$ cat src/rtl/bcd_updown_counter_if.sv
// bcd_updown_counter_if: control, load and status bundle for the BCD up/down counter
interface bcd_updown_counter_if #(
  parameter int DIGITS = 2
);
  logic                en;
  logic                up;
  logic                clear;
  logic                load;
  logic [4*DIGITS-1:0] load_val;
  logic [4*DIGITS-1:0] bcd;
  logic                tc;
  logic                load_err;
  modport master (
    output en, up, clear, load, load_val,
    input  bcd, tc, load_err
  );
  modport slave (
    input  en, up, clear, load, load_val,
    output bcd, tc, load_err
  );
endinterface

$ cat src/rtl/bcd_updown_counter.sv
// bcd_updown_counter: multi-digit BCD up/down counter with clear, checked load, wrap or saturate
module bcd_updown_counter #(
  parameter int DIGITS   = 2,
  parameter bit SATURATE = 1'b0
) (
  input logic                  clk,
  input logic                  reset,
  bcd_updown_counter_if.slave  bus
);
  localparam int W = 4 * DIGITS;
  logic [W-1:0] bcd_q, inc, dec, nxt;
  logic         tc_q, err_q, limit, load_ok;
  // full ripple of carry/borrow in one cycle; c/b end high only when every digit is at the limit
  always_comb begin : step_logic
    logic       c, b, ok;
    logic [3:0] d;
    inc = bcd_q;
    dec = bcd_q;
    c   = 1'b1;
    b   = 1'b1;
    ok  = 1'b1;
    d   = 4'd0;
    for (int i = 0; i < DIGITS; i++) begin
      d              = bcd_q[4*i +: 4];
      inc[4*i +: 4]  = c ? ((d == 4'd9) ? 4'd0 : d + 4'd1) : d;
      dec[4*i +: 4]  = b ? ((d == 4'd0) ? 4'd9 : d - 4'd1) : d;
      c              = c & (d == 4'd9);
      b              = b & (d == 4'd0);
      ok             = ok & (bus.load_val[4*i +: 4] <= 4'd9);
    end
    limit   = bus.up ? c : b;
    load_ok = ok;
  end
  assign nxt = bus.up ? inc : dec;
  always_ff @(posedge clk or posedge reset) begin
    if (reset) begin
      bcd_q <= '0;
      tc_q  <= 1'b0;
      err_q <= 1'b0;
    end else if (bus.clear) begin
      bcd_q <= '0;
      tc_q  <= 1'b0;
      err_q <= 1'b0;
    end else if (bus.load) begin
      bcd_q <= load_ok ? bus.load_val : bcd_q;
      tc_q  <= 1'b0;
      err_q <= ~load_ok;
    end else begin
      bcd_q <= (bus.en && !(SATURATE && limit)) ? nxt : bcd_q;
      tc_q  <= bus.en & limit;
      err_q <= 1'b0;
    end
  end
  assign bus.bcd      = bcd_q;
  assign bus.tc       = tc_q;
  assign bus.load_err = err_q;
endmodule

$ cat src/flat_wrapper.sv
// flat-port wrapper written by rule: the top's interface ports become plain ports
module bcd_updown_counter_flat 
#(
  parameter int DIGITS   = 2,
  parameter bit SATURATE = 1'b0
)
  (clk, reset, bus_en, bus_up, bus_clear, bus_load, bus_load_val, bus_bcd, bus_tc, bus_load_err);
  bcd_updown_counter_if #(.DIGITS(DIGITS)) bus_i ();
  input logic clk;
  input logic reset;
  input wire logic [$bits(bus_i.en)-1:0] bus_en;
  input wire logic [$bits(bus_i.up)-1:0] bus_up;
  input wire logic [$bits(bus_i.clear)-1:0] bus_clear;
  input wire logic [$bits(bus_i.load)-1:0] bus_load;
  input wire logic [$bits(bus_i.load_val)-1:0] bus_load_val;
  output wire logic [$bits(bus_i.bcd)-1:0] bus_bcd;
  output wire logic [$bits(bus_i.tc)-1:0] bus_tc;
  output wire logic [$bits(bus_i.load_err)-1:0] bus_load_err;
  assign bus_i.en = bus_en;
  assign bus_i.up = bus_up;
  assign bus_i.clear = bus_clear;
  assign bus_i.load = bus_load;
  assign bus_i.load_val = bus_load_val;
  assign bus_bcd = bus_i.bcd;
  assign bus_tc = bus_i.tc;
  assign bus_load_err = bus_i.load_err;
  bcd_updown_counter #(.DIGITS(DIGITS), .SATURATE(SATURATE)) u_core (.clk(clk), .reset(reset), .bus(bus_i));
endmodule
$ cat config.mk
export PLATFORM = sky130hd
export DESIGN_NAME = bcd_updown_counter_flat
export DESIGN_NICKNAME = d
export VERILOG_FILES = /design/src/rtl/bcd_updown_counter_if.sv /design/src/rtl/bcd_updown_counter.sv /design/src/flat_wrapper.sv
export SDC_FILE = /design/constraint.sdc
export NUM_CORES = 1
export LEC_CHECK = 0
export ABC_AREA = 1
export CORE_ASPECT_RATIO = 0.9
export CORE_MARGIN = 1
export CORE_UTILIZATION = 44
export CTS_CLUSTER_DIAMETER = 100
export DETAILED_ROUTE_END_ITERATION = 7
export PLACE_DENSITY = 0.75
export SLEW_MARGIN = 10
export SYNTH_ARGS = -nofsm -noshare
export SYNTH_HDL_FRONTEND = slang
export SYNTH_SLANG_ARGS = --single-unit
$ cat constraint.sdc
create_clock -name clk -period 1.26 [get_ports clk]
set_input_delay 0.126 -clock clk [delete_from_list [all_inputs] [get_ports clk]]
set_output_delay 0.126 -clock clk [all_outputs]
set_load 0.03 [all_outputs]
==> After elaboration in Yosys (flattened, before gate mapping) <==
Cells that the tools add are included.
{ "op_classes": {"add_sub_neg": 4, "order_cmp": 2, "eq_ne": 4, "muxes": 16, "bitwise_logic": 5, "reduce_logical": 6} }
{ "ops": {"columns": ["cell", "n"], "rows": [
  ["$mux W8", 5],
  ["$mux W4", 6],
  ["$add A4 B1 Y4 const B", 2],
  ["$eq A4 B4 Y1 const B", 2],
  ["$le A4 B4 Y1 const B", 2],
  ["$logic_not A4 Y1", 2],
  ["$sub A4 B1 Y4 const B", 2],
  ["$mux W1", 5],
  ["$and A1 B1 Y1", 4],
  ["$ne A4 B1 Y1 const B", 1],
  ["$reduce_and A4 Y1", 1],
  ["$reduce_bool A4 Y1", 1],
  ["$ne A3 B2 Y1 const B", 1],
  ["$reduce_bool A3 Y1", 1],
  ["$reduce_and A2 Y1", 1],
  ["$not A1 Y1", 1]
]} }
{ "word_totals": {"regBits": 10, "in_bits": 14, "output_inout_bits": 10, "wordCells": 41} }

==> Depth between registers and ports, before layout <==
{ "depth": {"word_depth": 7, "mapped_depth": 10, "ltp_nobuf": 10} }

==> Worst setup path after synthesis <==
Ideal clock, no wire load.
{ "synth_path": {"path_type": "reg-to-reg", "startpoint": "register u_core.bcd_q[4], in the netlist u_core.bus.bcd[4]", "endpoint": "register u_core.bcd_q[5], in the netlist u_core.bus.bcd[5]", "setup_ns": 0.123, "arrival_ns": 1.510, "required_ns": 1.137, "slack_ns": -0.373, "path_stages_with_launch": 8, "path_buffers": 0, "period_less_slack_ns": 1.633, "cell_sequence": "dfrtp_1 -> inv_1 -> ha_1 -> or2_2 -> nand3_1 -> a21oi_2 -> nand2_1 -> o21ai_1"} }
{ "synth_via": {"elab_chain_cells": 7, "elab_cells_between_ends": 12, "cone_classes": "add/sub (2); eq/ne (1); mux (8); reduce/logical (1)"} }
{ "synth_lines": {"columns": ["element", "line_no", "text"], "rows": [
  ["from (decl)", "bcd_updown_counter.sv:11", "logic [W-1:0] bcd_q, inc, dec, nxt;"],
  ["from (signal assigned)", "bcd_updown_counter.sv:45", "bcd_q <= load_ok ? bus.load_val : bcd_q;"],
  ["from (signal assigned)", "bcd_updown_counter.sv:49", "bcd_q <= (bus.en && !(SATURATE && limit)) ? nxt : bcd_q;"],
  ["$sub A4 B1 Y4 (tied with other cells)", "bcd_updown_counter.sv:26", "dec[4*i +: 4] = b ? ((d == 4'd0) ? 4'd9 : d - 4'd1) : d;"],
  ["$mux W4, on equally long branches (2 in series)", "bcd_updown_counter.sv:26, bcd_updown_counter.sv:25", null],
  ["$mux W8 *", "bcd_updown_counter.sv:34", "assign nxt = bus.up ? inc : dec;"],
  ["$mux W8 *", "bcd_updown_counter.sv:49", null],
  ["$mux W8 *", "bcd_updown_counter.sv:44", "end else if (bus.load) begin"],
  ["$mux W8 *", "bcd_updown_counter.sv:40", "end else if (bus.clear) begin"]
]} }
Every way passes the cells marked *; elsewhere a longest branch is shown, timed or not. The select of a mux whose other input is x is not followed.
A chain may end at the register's enable or synchronous reset.

==> Final worst setup path <==
{ "layout_path": {"startpoint": "register u_core.bcd_q[0], in the netlist u_core.bus.bcd[0]", "endpoint": "register u_core.bcd_q[6], in the netlist u_core.bus.bcd[6]"} }
{ "layout_via": {"elab_chain_cells": 3, "elab_cells_between_ends": 5, "cone_classes": "eq/ne (2); reduce/logical (3)"} }
{ "layout_lines": {"columns": ["element", "line_no"], "rows": [
  ["$eq A4 B4 Y1 or $logic_not A4 Y1 (tied branches)", "bcd_updown_counter.sv:27, bcd_updown_counter.sv:28"],
  ["$ne A4 B1 Y1 (no source line) or $reduce_bool A4 Y1 (tied branches)", null],
  ["$reduce_and A4 Y1 (no source line) *", null]
]} }
Every way passes the cells marked *; elsewhere a longest branch is shown, timed or not.

==> qor.txt <==
Worst-path clk slew = 60 ps
Clock Latency Late Sink = 260 ps
Fin crit period = 1330 ps
Standard-cell rows = 16
Relative area change from synthesis to final layout = 57.9%
Slew HR = 75.4%
Total vias in the final route = 1167
Kind of end point of the critical path = register
Standard cell core area = 0.00216 mm²
Static Leakage = 0.794 nW
Violated checks = design-rule violations, negative setup slack
Power density cells = 1010 mW/mm²
Cell at the root of the clock tree = clkbuf_4
Inst Count DP = 218
Diodes inserted = 0
Portion of the clock cycle consumed by the worst path in the final layout = 106%
Fraction of the core area covered by cells at the end of the flow = 73.4%
Max Clock Skew = 3.40 ps
Total I/O pin count = 24
Average vias per placed instance = 5.21
Required time at the endpoint of the critical path = 1460 ps
Final setup violation count = 6
Aggregate global-route resource usage = 25.1%
Synthesized area = 0.00100 mm²
Global route total overflow = 0
Most common cell after layout, fill and taps aside = nand2_1
Average instance area after synthesis = 6.61 µm²
Starting utilization of the core area = 46.5%
RSZ-0062 raised after global routing = true
Hold_buf cts = 0
Detailed Route Iter0 Violations = 62
Final standard cell count with taps included and fillers excluded = 224
Worst setup margin = -70.9 ps
Largest fanout on the critical path = 4
Flip-flop cell with the highest count after synthesis = dfrtp_1
Share of synthesized registers carrying an async set or reset = 100%
Reported max-cap violation count = 0
Kind of critical path = register to register
Largest net degree at the start of global routing = 11
Worst IR Drop VDD = 0.000781 V
Share of post-route cells with drive strength above 1 = 39.6%
Clock sink count = 10
Number of max-slew violations in the final report = 0
Synth warnings = 0
Synth unique cells = 26
Final Hold Violating Endpoints = 0
Post-synthesis cell count = 152
Total wirelength of the detailed-routed design = 2980 µm
Critical path launch point type = register
Initial antenna violation count = 0
Nets in the synthesized netlist = 173
Worst Max-Slew Pin Slew = 366 ps
Result of the run = complete, but fails checks
Number of port buffers = 23
Number of nets at the end of the flow = 220
TritonCTS clock tree = built
Number of CTS-inserted buffers = 3
Post-synth EDFFs = 0
Die extent in y = 47.3 µm
Achievable clock frequency = 751 MHz
Number of optimization iterations in the first detailed-route pass = 8
Per-cell routed wire length = 13.3 µm
Post-synthesis sequential area ratio = 24.9%
Bufs on Longest Clock Path = 2
Die width = 52.4 µm
Reg2Reg Depth = 8
Remaining antenna violation count = 0
Total die area = 0.00248 mm²
Post-placement setup slack = -191 ps
Global-route wire length before repair = 4510 µm
Hold WC Path Type = input port to asynchronous set/reset pin
Setup Total Neg Slack = -299 ps
Vias in the first global route = 1011
Commonest non-fill, non-tap cells in the layout = nand2_1, buf_4, nand3_1
Sum of net half-perimeters after detailed placement = 2350 µm
H-tree levels = 1
Crit path DAT = 1530 ps
Flip-flop and latch count after synthesis = 10
Placer Congestion = 0.895
Residual DRC = 2
-- worst paths after layout --
kind | startpoint | end | slack (ps)
max | u_core.bus.bcd[0] | u_core.bus.bcd[6] | -70
min | reset | u_core.bus.tc | 130
max reg2reg | u_core.bus.bcd[0] | u_core.bus.bcd[6] | -70
min reg2reg | u_core.bus.bcd[3] | u_core.bus.bcd[3] | 690
max in group asynchronous | reset | u_core.bus.bcd[0] | 830
min in group clk | bus_load | u_core.bus.bcd[5] | 400
-- metal layers --
metal	GRT usage, %	up-vias	wire [µm]
met5	0	-	0
met4	9.47	0	64
met3	1.62	8	233
met2	41.3	64	1380
met1	34.9	515	1290
li1	-	580	-
-- timing repair --
item,4_1_cts,5_1_grt
resized for setup,16,6
setup buffers,3,0
setup endpoints to repair,9,9
pin swaps,9,2
-- sequential cells by signal, indices dropped and copies added (netlist names) --
| name | count |
|---|---|
| u_core.bus.bcd | 8 |
| u_core.bus.tc | 1 |
| u_core.bus.load_err | 1 |
-- layout make-up --
cell class	count	area (µm²)
well taps	27	33.8
inverters	18	75.1
clock buffers	3	22.5
multi-input cells	121	815
repair buffers	45	383
flip-flops and latches	10	258
fillers	174	576
-- where the power goes --
group          switching, W  total (W)  leakage [nW]  internal, W
registers         0.0000778   0.000445         0.122     0.000367
logic              0.000518   0.000945         0.658     0.000427
clock network      0.000101   0.000211        0.0138     0.000110
-- cells by family after synthesis --
kind of cell / Yosys count / synth area share [%]
fa+ha+maj: 7 / 8.72
buf+inv: 21 / 10.3
compound gates: 12 / 6.85
xor+xnor: 2 / 1.74
flops: 10 / 24.9
simple gates: 100 / 47.4
-- synthesized netlist by cell type, types with 2 or more instances --
master,number,share of area [%]
or2_2,2,1.2
a21oi_1,2,1.0
xor2_1,2,1.7
nand3_1,21,10
nor2_2,2,1.2
nand3_2,3,3.0
nand4_1,4,2.5
nor2_1,14,5.2
a21oi_2,2,1.7
buf_6,2,2.2
ha_1,7,8.7
inv_2,6,2.2
o21ai_0,5,2.5
dfrtp_1,10,25
nand2_2,2,1.2
nand2_1,46,17
o21ai_1,2,1.0
inv_1,12,4.5
-- critical path, cell delays in order, from the launching register on --
cell and delay, ps:
dfrtp_2 470, inv_2 100, ha_4 170, nand3_4 100
nand3_4 100, inv_2 50, nor2_4 130, nand3_2 90
nand2_1 60
-- stage by stage --
stage | cell area, µm² | hold slack [ps] | power [W]
floorplan | 1100 | -34.2 | 0.000991
global route | 1590 | 173 | 0.00171
detailed placement | 1450 | 428 | 0.00130
finish | 1590 | 134 | 0.00160
global placement | 1450 | 415 | 0.00128
CTS | 1570 | 145 | 0.00158
Power figures use the tool's default switching activity.
